[src/rtl/mpmc10_resv_table.sv]
// mpmc10_resv_table
//   Reservation address table for the mpmc10 memory controller. It records the
//   load-reserve addresses for each channel. A write to a reserved 32-byte
//   granule clears every entry that holds that granule. The table acts only
//   while the controller is in IDLE, which is where the downstream
//   store-conditional stage samples it.
//
// Ports
//   clk       controller clock
//   rst_n     asynchronous active-low reset
//   state     controller state; requests are acted on only when state == IDLE
//   req       request valid
//   we        request is a write (plain store or store-conditional)
//   rsv       request is a load-reserve (ignored when we = 1)
//   wch       requesting channel; INV_CH requests are ignored
//   adr       request byte address; the reservation granule is adr[31:5]
//   resv_ch   channel owning each entry, INV_CH when the entry is empty
//   resv_adr  reserved address with bits [4:0] forced to 0
//   resv_cnt  number of occupied entries
//   full      all NAR entries are occupied

module mpmc10_resv_table #(
    parameter int          NAR    = 2,
    parameter logic [3:0]  INV_CH = 4'hF,
    parameter logic [3:0]  IDLE   = 4'h0
) (
    input  logic                          clk,
    input  logic                          rst_n,
    input  logic [3:0]                    state,
    input  logic                          req,
    input  logic                          we,
    input  logic                          rsv,
    input  logic [3:0]                    wch,
    input  logic [31:0]                   adr,
    output logic [NAR-1:0][3:0]           resv_ch,
    output logic [NAR-1:0][31:0]          resv_adr,
    output logic [$clog2(NAR+1)-1:0]      resv_cnt,
    output logic                          full
);

    localparam int CW = $clog2(NAR + 1);
    localparam int RW = (NAR > 1) ? $clog2(NAR) : 1;

    logic [NAR-1:0][3:0]  ch_q,  ch_d;
    logic [NAR-1:0][31:0] adr_q, adr_d;
    logic [RW-1:0]        rp_q,  rp_d;
    logic [CW-1:0]        cnt_q, cnt_d;
    logic                 full_q, full_d;

    logic                 act;
    logic [26:0]          gran;
    logic                 hit_found, empty_found;
    logic [RW-1:0]        hit_idx, empty_idx;
    logic                 unused_adr_lo;

    assign unused_adr_lo = ^adr[4:0];
    assign gran = adr[31:5];
    // Reset gating is handled by the flops; an INV_CH requester never acts.
    assign act  = (state == IDLE) && req && (wch != INV_CH);

    always_comb begin
        ch_d        = ch_q;
        adr_d       = adr_q;
        rp_d        = rp_q;
        hit_found   = 1'b0;
        hit_idx     = '0;
        empty_found = 1'b0;
        empty_idx   = '0;

        for (int i = 0; i < NAR; i++) begin
            if (!hit_found && ch_q[i] == wch) begin
                hit_found = 1'b1;
                hit_idx   = RW'(i);
            end
            if (!empty_found && ch_q[i] == INV_CH) begin
                empty_found = 1'b1;
                empty_idx   = RW'(i);
            end
        end

        if (act && we) begin
            // Clear every matching occupied entry, the writer's own included.
            for (int i = 0; i < NAR; i++) begin
                if (ch_q[i] != INV_CH && adr_q[i][31:5] == gran) begin
                    ch_d[i]  = INV_CH;
                    adr_d[i] = '0;
                end
            end
        end else if (act && rsv) begin
            if (hit_found) begin
                adr_d[hit_idx] = {gran, 5'b0};
            end else if (empty_found) begin
                ch_d[empty_idx]  = wch;
                adr_d[empty_idx] = {gran, 5'b0};
            end else begin
                // Table full: round-robin replacement; rp moves only here.
                ch_d[rp_q]  = wch;
                adr_d[rp_q] = {gran, 5'b0};
                rp_d        = (rp_q == RW'(NAR - 1)) ? '0 : rp_q + RW'(1);
            end
        end

        // Count is recomputed from the next-state contents so it always
        // equals the number of occupied entries.
        cnt_d = '0;
        for (int i = 0; i < NAR; i++) begin
            if (ch_d[i] != INV_CH) begin
                cnt_d = cnt_d + CW'(1);
            end
        end
        full_d = (cnt_d == CW'(NAR));
    end

    always_ff @(posedge clk or negedge rst_n) begin
        if (!rst_n) begin
            ch_q   <= {NAR{INV_CH}};
            adr_q  <= '0;
            rp_q   <= '0;
            cnt_q  <= '0;
            full_q <= 1'b0;
        end else begin
            ch_q   <= ch_d;
            adr_q  <= adr_d;
            rp_q   <= rp_d;
            cnt_q  <= cnt_d;
            full_q <= full_d;
        end
    end

    assign resv_ch  = ch_q;
    assign resv_adr = adr_q;
    assign resv_cnt = cnt_q;
    assign full     = full_q;

endmodule
[config.mk]
export PLATFORM = sky130hd
export DESIGN_NAME = mpmc10_resv_table
export DESIGN_NICKNAME = d
export VERILOG_FILES = /design/src/rtl/mpmc10_resv_table.sv
export SDC_FILE = /design/constraint.sdc
export NUM_CORES = 1
export LEC_CHECK = 0
export ABC_AREA = 1
export ABC_CLOCK_PERIOD_IN_PS = 4900
export BUFFER_PORTS_ARGS = -buffer_cell sky130_fd_sc_hd__clkbuf_2
export CELL_PAD_IN_SITES_DETAIL_PLACEMENT = 1
export CELL_PAD_IN_SITES_GLOBAL_PLACEMENT = 2
export CORE_MARGIN = 4
export CORE_UTILIZATION = 32
export DETAILED_ROUTE_END_ITERATION = 7
export PLACE_DENSITY = 0.9
export SYNTH_ARGS = -nofsm -noshare
export SYNTH_HDL_FRONTEND = slang
export SYNTH_SLANG_ARGS = --single-unit
[constraint.sdc]
create_clock -name clk -period 4.9 [get_ports clk]
set_clock_uncertainty 0.15 [all_clocks]
set_input_delay 0.49 -clock clk [delete_from_list [all_inputs] [get_ports clk]]
set_output_delay 0.49 -clock clk [all_outputs]
set_load 0.01 [all_outputs]
; Word-level counts from Yosys, hierarchy flattened
; Cells that the tools add are included.
[totals]
regBits = 76
[op_classes]
n_addsub = 2
n_lt_le_gt_ge = 6
eq_ne = 14
mux = 36
n_bitwise = 3
reduce_logical = 18
[op_table]
columns = cell, count
row1 = $mux 64, 4
row2 = $bwmux 64, 3
row3 = $mux 32, 5
row4 = $demux 32 s1, 3
row5 = $eq 27x27->1, 2
row6 = $mux 8, 4
row7 = $ne 4x4->1 const B, 5
row8 = $bwmux 8, 2
row9 = $mux 4, 4
row10 = $logic_and 1x1->1, 11
row11 = $demux 4 s1, 2
row12 = $eq 4x4->1, 2
row13 = $eq 4x4->1 const B, 2
row14 = $mux 1, 8
row15 = $lt 1x2->1 const B, 3
row16 = $logic_not 4->1, 1
row17 = $ne 2x1->1 const B, 2
row18 = $reduce_and 2->1, 2
row19 = $reduce_and 4->1, 1
row20 = $ge 1x1->1 const B, 3
row21 = $not 1->1, 3
row22 = $add 2x1->2 const B, 1
row23 = $eq 2x2->1 const B, 1
row24 = $logic_not 1->1, 2
row25 = 3 further kinds, 3

; Logic depth before layout (Yosys ltp)
[depth]
depth_word = 19
mapped_depth = 15
depth_no_buf = 15

; Worst setup path after synthesis
; Ideal clock, no wire load.
[synth_timing]
path_kind = input -> register
start = input port state[3]
end = register cnt_q[0], in the netlist resv_cnt[0]
t_arrival_ps = 1852
t_required_ps = 4624
slack_ps = 2772
path_stages = 13
n_path_buf = 0
path_cell_list = nor2_1 > nand3_1 > nor2_2 > nand2_1 > nor2_4 > nand2_1 > nand2_1 > o21ai_1 > nand2_1 > nand2_1 > nor2_1 > nand2_1 > ha_1
[synth_via]
elab_chain_cells = 10
word_cells_on_any_way = 12
cone_classes = add/sub (1) / eq/ne (2) / mux (4) / reduce/logical (5)
[synth_lines]
columns = item, line
row1 = "start, declared", 29  ; input logic [3:0] state,
row2 = $logic_not 4->1 *, 59  ; assign act = (state == IDLE) && req && (wch != INV_CH);
row3 = $logic_and 1x1->1 * (2 in series), 59
row4 = $logic_and 1x1->1, 89  ; end else if (act && rsv) begin
row5 = $mux 8, 89
row6 = $mux 8 *, 81  ; if (act && we) begin
row7 = $ne 4x4->1, 107  ; if (ch_d[i] != INV_CH) begin
row8 = $mux 1, 107
row9 = $add 2x1->2, 108  ; cnt_d = cnt_d + CW'(1);
row10 = $mux 2 *, 107
row11 = net cnt_d[0], 47  ; logic [CW-1:0] cnt_q, cnt_d;
row12 = "end signal, assigned", 125  ; cnt_q <= cnt_d;
row13 = "end, declared", 47
; The timed path passes the listed nets; every way through them passes the cells marked *.
; A chain may end at the register's enable or synchronous reset.

; Worst setup path after layout
[layout_timing]
start = register ch_q, in the netlist resv_ch[6]
end = register adr_q, in the netlist resv_adr[22]
[layout_via]
elab_chain_cells = 12
word_cells_on_any_way = 24
cone_classes = order compare (4) / eq/ne (2) / mux (14) / reduce/logical (4)
[layout_lines]
columns = item, line
row1 = "start, declared", 44  ; logic [NAR-1:0][3:0] ch_q, ch_d;
row2 = "start signal, assigned", 116  ; ch_q <= {NAR{INV_CH}};
row3 = "start signal, assigned", 122  ; ch_q <= ch_d;
row4 = $eq 4x4->1, 75  ; if (!empty_found && ch_q[i] == INV_CH) begin
row5 = $logic_and 1x1->1, 75
row6 = $mux 1, 75
row7 = $lt 1x2->1 (not written as such) or $ge 1x1->1 (tied branches), 94  ; adr_d[empty_idx] = {gran, 5'b0};
row8 = $logic_and 1x1->1 (not written as such), 94
row9 = $mux 32 (not written as such), 94
row10 = $demux 32 s1, 94
row11 = $bwmux 64, 94
row12 = $mux 64, 92  ; end else if (empty_found) begin
row13 = $mux 64 *, 90  ; if (hit_found) begin
row14 = $mux 64 *, 89
row15 = $mux 64 *, 81
row16 = "end signal, assigned", 123  ; adr_q <= adr_d;
row17 = "end, declared", 45  ; logic [NAR-1:0][31:0] adr_q, adr_d;
; Mark *: on every way between the ends. The rest lies on a longest branch, timed or not. The select of a mux whose other input is x is not followed.

==> run summary <==
Row cnt -> 41
Largest stage delay, worst path -> 0.81 ns
Setup ws final -> 1.834 ns
Die Ht -> 123.2 µm
Resized Gates After CTS -> 0
Worst EP required -> 5.00 ns
Type of the most critical hold path -> input pin to asynchronous set/reset pin
Max Cap Viol -> 0
Global-route wire length before repair -> 21450 µm
PD cells -> 500.7 nW/µm²
Vias in the first global route -> 4032
Crit share post-route -> 62.57%
Syn. warnings -> 0
Total number of vias -> 3880
Clock transition at path regs -> 0.06 ns
Post-synth top area share -> 33.58%
Initial core utilization -> 33.12%
Bufs on Longest Clock Path -> 2
Cell mode on critical path -> o21ai_2
Synth unique cells -> 31
Capturing point of the worst reg2reg path -> resv_adr[22]
R2r setup slk -> 1.83 ns
Leakage -> 2.484 nW
GRT overflow -> 0
DR iter-0 viols -> 208
Die Span X -> 123.2 µm
Setup tns final -> 0 ns
Post-synthesis cell area -> 4248 µm²
Met3 wire len -> 720 µm
Nets -> 662
DRC viols -> 0
Synthesis-stage register bit count -> 65
Buffer and inverter count on the worst path -> 1
Final WL -> 13240 µm
Tightest Pin Transition -> 1.011 ns
Via-to-Cell Ratio -> 4.899
Outcome -> finished clean
TritonCTS Buffers -> 9
Crit path arrival time -> 3.17 ns
Largest net degree at the start of global routing -> 55
Number of flops mapped to enable cells by yosys -> 0
Clock root buffer -> clkbuf_16
Tmin final -> 3.066 ns
Mapped Cells -> 523
Synthesized area per cell -> 8.122 µm²
GP Congestion -> 0.7997
Initial DRT Pass Iterations -> 4
Top Ports -> 120
Worst reg2reg startpoint -> resv_ch[6]
Initial antenna violation count -> 0
Critical Path Slowest Stage Cell -> a21boi_4
I/O Buffers -> 104
Endpoints failing hold -> 0
Worst IR drop on VDD -> 0.1421 mV
Core Region -> 12820 µm²
CP cell instances -> nand4_2, clkinv_1, o21ai_2, a21boi_4, o21ai_2, nand2_4, nand2_1, o21ai_1
Final hold slack -> 0.09514 ns
Most common cell in the synthesized netlist -> nand2_1
Top post-synthesis cells by area -> dfrtp_1, nand2_1, nand3_1, o21ai_2, xnor2_1
GRT Overall Usage -> 18.40%
Dominant synthesized flop cell -> dfrtp_1
Synth area leader -> dfrtp_1
Startpoint types -> flop
Post-CTS setup buffers -> 0
Worst R2R Path Depth -> 8
Worst slack at placement -> 1.684 ns
Hold Buf Count CTS -> 0
Area delta synth->final -> 18.79%
RSZ-0062 raised after global routing -> no
# diodes -> 0
Async S/R FF share, synth -> 100.0%
Clk Latency, worst-skew pair -> 0.34 ns
Crit end category -> flop
DIE AREA -> 15180 µm²
Most instantiated cells after synthesis -> nand2_1, nand3_1, dfrtp_1, o21ai_2, xnor2_1
Met1 wire length -> 5851 µm
CP delay by family, top -> compound AO/OA/AOI/OAI gates
Hpwl dp -> 9617 µm
Slew Viols, Final -> 0
Share of layout cells above drive strength 1 -> 32.58%
Worst relative slew slack -> 32.45%
CTS tree -> yes
Fmax -> 326.2 MHz
WL/cell -> 16.72 µm
Sequential cell area fraction in the yosys report -> 38.53%
DR top layer -> met4
Worst Path Max Fanout -> 54
Setup-failing EPs final -> 0
Final ANT Viol Nets -> 0
Clk sinks -> 65
Crit Path Class -> flop to flop
Wire length on met2 -> 6538 µm
H-tree levels -> 3
-- logic make-up (layout without fill, tap and decap cells) --
family	Yosys count	in the layout	share of synthesized area [%]
compound gates	62	62	10.90
buf+inv	67	155	9.750
xor+xnor	48	48	9.897
other cells	1	10	0.08828
simple gates	279	279	30.55
fa+ha+maj	1	1	0.2945
flops	65	65	38.53
-- worst max path at each step --
stage,from,to,cells past startpoint
detailed placement,wch[0],resv_adr[50],10
global placement,wch[0],resv_adr[53],10
floorplan,state[3],resv_cnt[0],13
global route,resv_ch[6],resv_adr[19],8
CTS,resv_ch[6],resv_adr[22],8
finish,resv_ch[6],resv_adr[22],8
-- cells in the final DEF (no fill, tap or decap), types with 7 or more instances in the layout --
master / n
clkbuf_16: 9
clkbuf_2: 104
conb_1: 10
dfrtp_1: 57
dfstp_2: 8
inv_1: 24
inv_2: 7
nand2_1: 138
nand2_2: 16
nand3_1: 76
nor2_1: 19
nor3_1: 8
o21ai_1: 21
o21ai_2: 37
xnor2_1: 33
xor2_1: 15
-- layout make-up --
| class | count | area, µm² |
|---|---|---|
| well taps | 172 | 215.2 |
| inverters | 34 | 132.6 |
| multi-input cells | 400 | 2231 |
| fillers | 1637 | 7779 |
| flip-flops and latches | 65 | 1637 |
| clock inverters | 5 | 56.30 |
| repair buffers | 106 | 535.5 |
| clock buffers | 10 | 239.0 |
-- metal layers --
metal	track usage [%]	vias to the layer above
li1	-	1864
met1	23.90	1908
met2	31.06	96
met3	4.437	12
met4	4.152	0
met5	0	-
-- through the flow --
step | area [µm²] | power, W | utilization, % | instances
floorplan | 4282 | 0.001552 | - | 532
global placement | 4751 | 0.001860 | 37.04 | 777
detailed placement | 4751 | 0.001901 | 37.04 | 777
CTS | 5046 | 0.002570 | 39.35 | 792
global route | 5046 | 0.002720 | 39.35 | 792
finish | 5046 | 0.002527 | 39.35 | 792
-- power breakdown --
part / leakage [nW] / switching (W) / internal (W) / total [W]
Combinational: 1.50 / 0.000626 / 0.000383 / 0.00101
Clock: 0.144 / 0.000244 / 0.000404 / 0.000648
Sequential: 0.842 / 0.000170 / 0.000700 / 0.000870
-- worst register-to-register path: stages (launching register included) --
cell	delay [ns]
dfstp_2	0.58
nand4_2	0.26
clkinv_1	0.16
o21ai_2	0.13
a21boi_4	0.81
o21ai_2	0.13
nand2_4	0.50
nand2_1	0.16
o21ai_1	0.11
-- sequential cells by signal (all words and copies together) (netlist names) --
name / flops
rp_q: 1
resv_cnt: 2
resv_adr: 54
resv_ch: 8
Note: power is estimated with default switching activity, not from simulation.
